File: src/rtl/cpu_clk_rst_ctrl.sv
//=============================================================================
// Module   : cpu_clk_rst_ctrl
// Brief    : Reset sequencer and ctrl/mem clock-enable generator for the
//            pipelined MIPS CPU. Produces a power-on reset, reruns the CPU
//            reset on request or after a programmable run length, and issues
//            phase-aligned ctrl/mem clock enables on sysclk.
// Revision : 1.0 - initial release
//=============================================================================
`default_nettype none

module cpu_clk_rst_ctrl #(
   parameter int POR_CYCLES   = 4,
   parameter int RST_CYCLES   = 2,
   parameter int MEM_DIV      = 1,
   parameter int CTRL_DIV     = 2,
   parameter int RERUN_PERIOD = 1000,
   parameter int CNT_W        = 16
) (
   input  logic             sysclk,
   input  logic             reset,
   input  logic             soft_rst_req,
   input  logic             rerun_en,
   output logic             cpu_reset,
   output logic             ctrl_ce,
   output logic             mem_ce,
   output logic [CNT_W-1:0] run_cnt,
   output logic [7:0]       rst_count,
   output logic [1:0]       state
);

   localparam logic [1:0] ST_POR = 2'b00;
   localparam logic [1:0] ST_RST = 2'b01;
   localparam logic [1:0] ST_RUN = 2'b10;

   localparam int SEQ_MAX = (POR_CYCLES > RST_CYCLES) ? POR_CYCLES : RST_CYCLES;
   localparam int SEQ_W   = $clog2(SEQ_MAX + 1);
   localparam int MEM_W   = $clog2(MEM_DIV + 1);
   localparam int CTRL_W  = $clog2(CTRL_DIV + 1);

   localparam logic [SEQ_W-1:0]  C_POR_LAST   = SEQ_W'(POR_CYCLES - 1);
   localparam logic [SEQ_W-1:0]  C_RST_LAST   = SEQ_W'(RST_CYCLES - 1);
   localparam logic [MEM_W-1:0]  C_MEM_LAST   = MEM_W'(MEM_DIV - 1);
   localparam logic [CTRL_W-1:0] C_CTRL_LAST  = CTRL_W'(CTRL_DIV - 1);
   // With RERUN_PERIOD=0 this wraps to all-ones, but C_RERUN_ON masks it off.
   localparam logic [CNT_W-1:0]  C_RERUN_LAST = CNT_W'(RERUN_PERIOD - 1);
   localparam logic              C_RERUN_ON   = (RERUN_PERIOD != 0);

   logic [1:0]        state_q,     state_d;
   logic [SEQ_W-1:0]  seq_q,       seq_d;
   logic [MEM_W-1:0]  mem_ph_q,    mem_ph_d;
   logic [CTRL_W-1:0] ctrl_ph_q,   ctrl_ph_d;
   logic              cpu_reset_q, cpu_reset_d;
   logic              mem_ce_q,    mem_ce_d;
   logic              ctrl_ce_q,   ctrl_ce_d;
   logic [CNT_W-1:0]  run_cnt_q,   run_cnt_d;
   logic [7:0]        rst_count_q, rst_count_d;

   logic w_periodic;
   logic w_run_next;
   logic w_run_stay;
   logic w_run_enter;
   logic w_rst_enter;

   // The periodic trigger looks at the enable already on the output, so the
   // ctrl_ce that fires it is the last one the CPU sees before reset.
   assign w_periodic  = rerun_en & C_RERUN_ON & ctrl_ce_q & (run_cnt_q == C_RERUN_LAST);
   assign w_run_next  = (state_d == ST_RUN);
   assign w_run_stay  = (state_q == ST_RUN) & w_run_next;
   assign w_run_enter = (state_q != ST_RUN) & w_run_next;
   assign w_rst_enter = (state_q == ST_RUN) & (state_d == ST_RST);

   // State and registered-output flops; async active-low block reset
   always_ff @(posedge sysclk or negedge reset) begin
      if (!reset) begin
         state_q     <= ST_POR;
         seq_q       <= '0;
         mem_ph_q    <= '0;
         ctrl_ph_q   <= '0;
         cpu_reset_q <= 1'b1;
         mem_ce_q    <= 1'b0;
         ctrl_ce_q   <= 1'b0;
         run_cnt_q   <= '0;
         rst_count_q <= '0;
      end else begin
         state_q     <= state_d;
         seq_q       <= seq_d;
         mem_ph_q    <= mem_ph_d;
         ctrl_ph_q   <= ctrl_ph_d;
         cpu_reset_q <= cpu_reset_d;
         mem_ce_q    <= mem_ce_d;
         ctrl_ce_q   <= ctrl_ce_d;
         run_cnt_q   <= run_cnt_d;
         rst_count_q <= rst_count_d;
      end
   end

   // Next-state: reset states time out into RUN; RUN leaves on request or period
   always_comb begin
      state_d = state_q;
      case (state_q)
         ST_POR: if (seq_q == C_POR_LAST) state_d = ST_RUN;
         ST_RST: if (seq_q == C_RST_LAST) state_d = ST_RUN;
         ST_RUN: if (soft_rst_req || w_periodic) state_d = ST_RST;
         default: state_d = ST_POR;
      endcase
   end

   // Next values of counters and outputs, all derived from the next state so
   // every output is a flop and enables line up with the state they belong to
   always_comb begin
      // Cycles spent in the current reset state; restarts on every state change
      seq_d = '0;
      if ((state_q != ST_RUN) && (state_d == state_q)) begin
         seq_d = seq_q + 1'b1;
      end

      // Phase counters start at 0 in the first RUN cycle and wrap at DIV-1
      mem_ph_d = '0;
      if (w_run_stay && (mem_ph_q != C_MEM_LAST)) begin
         mem_ph_d = mem_ph_q + 1'b1;
      end
      ctrl_ph_d = '0;
      if (w_run_stay && (ctrl_ph_q != C_CTRL_LAST)) begin
         ctrl_ph_d = ctrl_ph_q + 1'b1;
      end

      mem_ce_d    = w_run_next && (mem_ph_d == C_MEM_LAST);
      ctrl_ce_d   = w_run_next && (ctrl_ph_d == C_CTRL_LAST);
      cpu_reset_d = ~w_run_next;

      // Count ctrl_ce ticks while staying in RUN; hold through reset states
      run_cnt_d = run_cnt_q;
      if (w_run_enter) begin
         run_cnt_d = '0;
      end else if (w_run_stay && ctrl_ce_q && (run_cnt_q != {CNT_W{1'b1}})) begin
         run_cnt_d = run_cnt_q + 1'b1;
      end

      rst_count_d = rst_count_q + {7'd0, w_rst_enter};
   end

   assign cpu_reset = cpu_reset_q;
   assign ctrl_ce   = ctrl_ce_q;
   assign mem_ce    = mem_ce_q;
   assign run_cnt   = run_cnt_q;
   assign rst_count = rst_count_q;
   assign state     = state_q;

endmodule

`default_nettype wire

File: config.mk
export PLATFORM = sky130hd
export DESIGN_NAME = cpu_clk_rst_ctrl
export DESIGN_NICKNAME = d
export VERILOG_FILES = /design/src/rtl/cpu_clk_rst_ctrl.sv
export SDC_FILE = /design/constraint.sdc
export NUM_CORES = 1
export LEC_CHECK = 0
export CAP_MARGIN = 20
export CORE_ASPECT_RATIO = 0.8
export CORE_MARGIN = 2
export CORE_UTILIZATION = 50
export CTS_BUF_LIST = sky130_fd_sc_hd__clkbuf_8 sky130_fd_sc_hd__clkbuf_16
export DETAILED_ROUTE_END_ITERATION = 10
export GPL_TIMING_DRIVEN = 0
export PLACE_DENSITY = 0.84
export SETUP_SLACK_MARGIN = 0.2
export SLEW_MARGIN = 20
export SYNTH_ARGS = -nofsm -noshare
export SYNTH_HDL_FRONTEND = slang
export SYNTH_SLANG_ARGS = --single-unit
File: constraint.sdc
create_clock -name sysclk -period 2.75 [get_ports sysclk]
set_input_delay 0.275 -clock sysclk [delete_from_list [all_inputs] [get_ports sysclk]]
set_output_delay 0.275 -clock sysclk [all_outputs]
set_load 0.01 [all_outputs]
==> results.tsv <==
metric	value	unit
setup_viol	0	
antenna_found_initial	0	
setup_tns	0	ns
hold_path.class	primary input to async pin	
clock-sinks	34	
drt_iter0_drc	195	
num_vias	1519	
ios	33	
wl_per_cell	16.7	um
drc	0	
syn_to_final_growth	38.6	%
maxCapViolations	0	
syn_nets	174	
clk_pin_slew_worst_paths	0.07	ns
avgViaCountPerCell	5.93	
synthArstFlopShare	100	%
die_x	69.4	um
wl	4280	um
fmax	379	MHz
first_pass_iters	4	
ir_drop	458	uV
power.leakage	1.00	nW
path_buf_inv	8	
worstMarginPinSlew	0.719	ns
crit_fanout	4	
ys_warn_count	0	
crit_slowest_cell	or4_4	
std_cell_rows	18	
grt_pass1_wl	6930	um
yosysUniqueCellTypes	49	
cp_slowest_stage_delay	0.54	ns
gp_congestion	0.928	
critical_path_class	register to register	
cts_tree	done	
rsz0062_at_grt	true	
start_kind	register	
avgSynthCellArea	10.5	um^2
coreArea	3180	um^2
worstPathArrival	2.86	ns
skew	0.00841	ns
rrSetupSlack	0.11	ns
detailed_place_hpwl	2690	um
portBuffers	32	
rr_startpoint	run_cnt[11]	
ctsRootBufferMaster	clkbuf_8	
path_cells	or4_4 -> nor4_4 -> buf_4 -> buf_6 -> buf_6 -> buf_6 -> buf_6 -> buf_6 -> buf_6 -> buf_6 -> nand4b_1 -> a31o_2 -> a21oi_1	
placed_cells	235	
ys.flop_type	dfrtp_1	
grt-ovfl-total	0	
clockBufferDepth	2	
status	complete, no violations	
slew_headroom	51.6	%
grt_max_degree	35	
ff2ff_path_depth	13	
cp.required	2.97	ns
holdWs	0.0342	ns
cts-buffers-inserted	5	
r2r-end	run_cnt[5]	
antenna_cells	0	
crit_top_cell	buf_6	
synth_edf_count	0	
period_needed	2.64	ns
syn-cell-area	1710	um^2
htreeDepth	2	
drv_slew	0	
chipHeight	56.3	um
synth-seq-cells	34	
holdBufCountCts	0	
hold_violations	0	
nNetsFinal	226	
postLayoutCoreUtil	74.6	%
final.period_utilization	95.8	%
clock_latency	0.29	ns
grt_pass1_vias	1469	
synth_cells	163	
grt_usage	23.1	%
power_density	674	nW/um^2
crit_family	simple AND/OR/NAND/NOR gates	
seq_area_frac_synth	49.9	%
layoutNonFillerInstCount	256	
antenna_left	0	
drive_above_1_share	21.8	%
start_util	53.8	%
end_kind	register	
die-area	3900	um^2
[repair_timing]
item,in CTS,in global routing
setup endpoints to repair,4,7
gates resized for setup,5,14
gates cloned,0,0
pin swaps,7,6
setup buffers,12,1
[cell usage after synthesis, types with 3 or more instances]
| library cell | number | area (um^2) |
|---|---|---|
| xor2_1 | 4 | 35.0 |
| nor4_1 | 6 | 37.5 |
| ha_1 | 7 | 87.6 |
| nand2_1 | 8 | 30.0 |
| or4_1 | 3 | 22.5 |
| nor2_1 | 17 | 63.8 |
| dfrtp_1 | 33 | 826 |
| inv_1 | 7 | 26.3 |
| xnor2_1 | 7 | 61.3 |
| nand4_1 | 7 | 43.8 |
| nand2b_1 | 3 | 18.8 |
| nand3_1 | 11 | 55.1 |
| o21ai_1 | 3 | 15.0 |
[registers in the layout (all words and copies together) (netlist names)]
signal     count
rst_count      8
state          2
ctrl_ph_q      2
seq_q          3
cpu_reset      1
ctrl_ce        1
mem_ce         1
run_cnt       16
[final cells by class]
class,instances,area (um^2)
Buffer,4,27.5
Clock buffer,6,82.6
Clock inverter,2,7.51
Fill cell,218,807
Inverter,7,26.3
Multi-Input combinational cell,118,877
Sequential cell,34,858
Tap cell,40,50.0
Timing Repair Buffer,45,439
[logic make-up after synthesis]
kind of cell,synth area share (%)
buffers and inverters,3.15
AO/OA/AOI/OAI,9.96
flip-flops,49.9
XOR/XNOR,5.64
multiplexers,0.586
AND/OR/NAND/NOR,25.7
adder cells (fa/ha/maj),5.12
[layout by cell type (no fill, tap or decap), types with 2 or more instances in the layout]
master and n:
buf_4 7, nor2b_1 2, or3_1 2, o21ai_0 2
nand3_2 2, xor2_1 4, nand4_1 7, nor2_4 2
dfrtp_1 28, or4_1 2, o21ai_1 3, o211ai_1 2
buf_2 2, o31ai_1 2, nand2_1 8, xnor2_1 7
o211a_1 2, a21oi_1 2, inv_1 9, or4_4 2
ha_1 5, nand3_1 9, nor2_1 15, a21oi_2 2
clkbuf_8 6, nor3_1 2, nand2b_1 3, o41ai_1 2
ha_4 2, dfrtp_2 5, clkdlybuf4s50_1 31, buf_6 8
nor4_1 6
[per-layer routing]
layer	up-vias	wire length [um]	track usage, %
met5	-	0	0
met4	0	61	8.12
met3	7	368	8.62
met2	68	2160	38.0
met1	741	1690	28.1
li1	703	-	-
[metrics by stage]
step	total power, mW	setup WS [ns]	cell area [um^2]
after floorplan	0.966	0.201	1740
after global placement	1.18	0.0893	2110
after detailed placement	1.21	0.000749	2100
after CTS	1.58	0.142	2310
after global routing	1.71	0.0106	2370
final	1.60	0.114	2370
[worst max-delay path by stage]
stage,startpoint,end,slack (ns),cells past startpoint
after detailed placement,run_cnt[15],rst_count[6],0.0007,11
after global placement,run_cnt[15],rst_count[6],0.09,11
after floorplan,run_cnt[15],rst_count[6],0.20,11
after global routing,run_cnt[11],run_cnt[5],0.01,13
final,run_cnt[11],run_cnt[5],0.11,13
after CTS,run_cnt[4],rst_count[6],0.14,11
[power breakdown]
part | leakage [nW] | switching, mW | internal, mW | total, mW
sequential | 0.447 | 0.103 | 0.601 | 0.704
combinational | 0.499 | 0.267 | 0.253 | 0.520
clock | 0.0538 | 0.175 | 0.196 | 0.372
total | 1.00 | 0.546 | 1.05 | 1.60
Note: power is estimated with default switching activity, not from simulation.
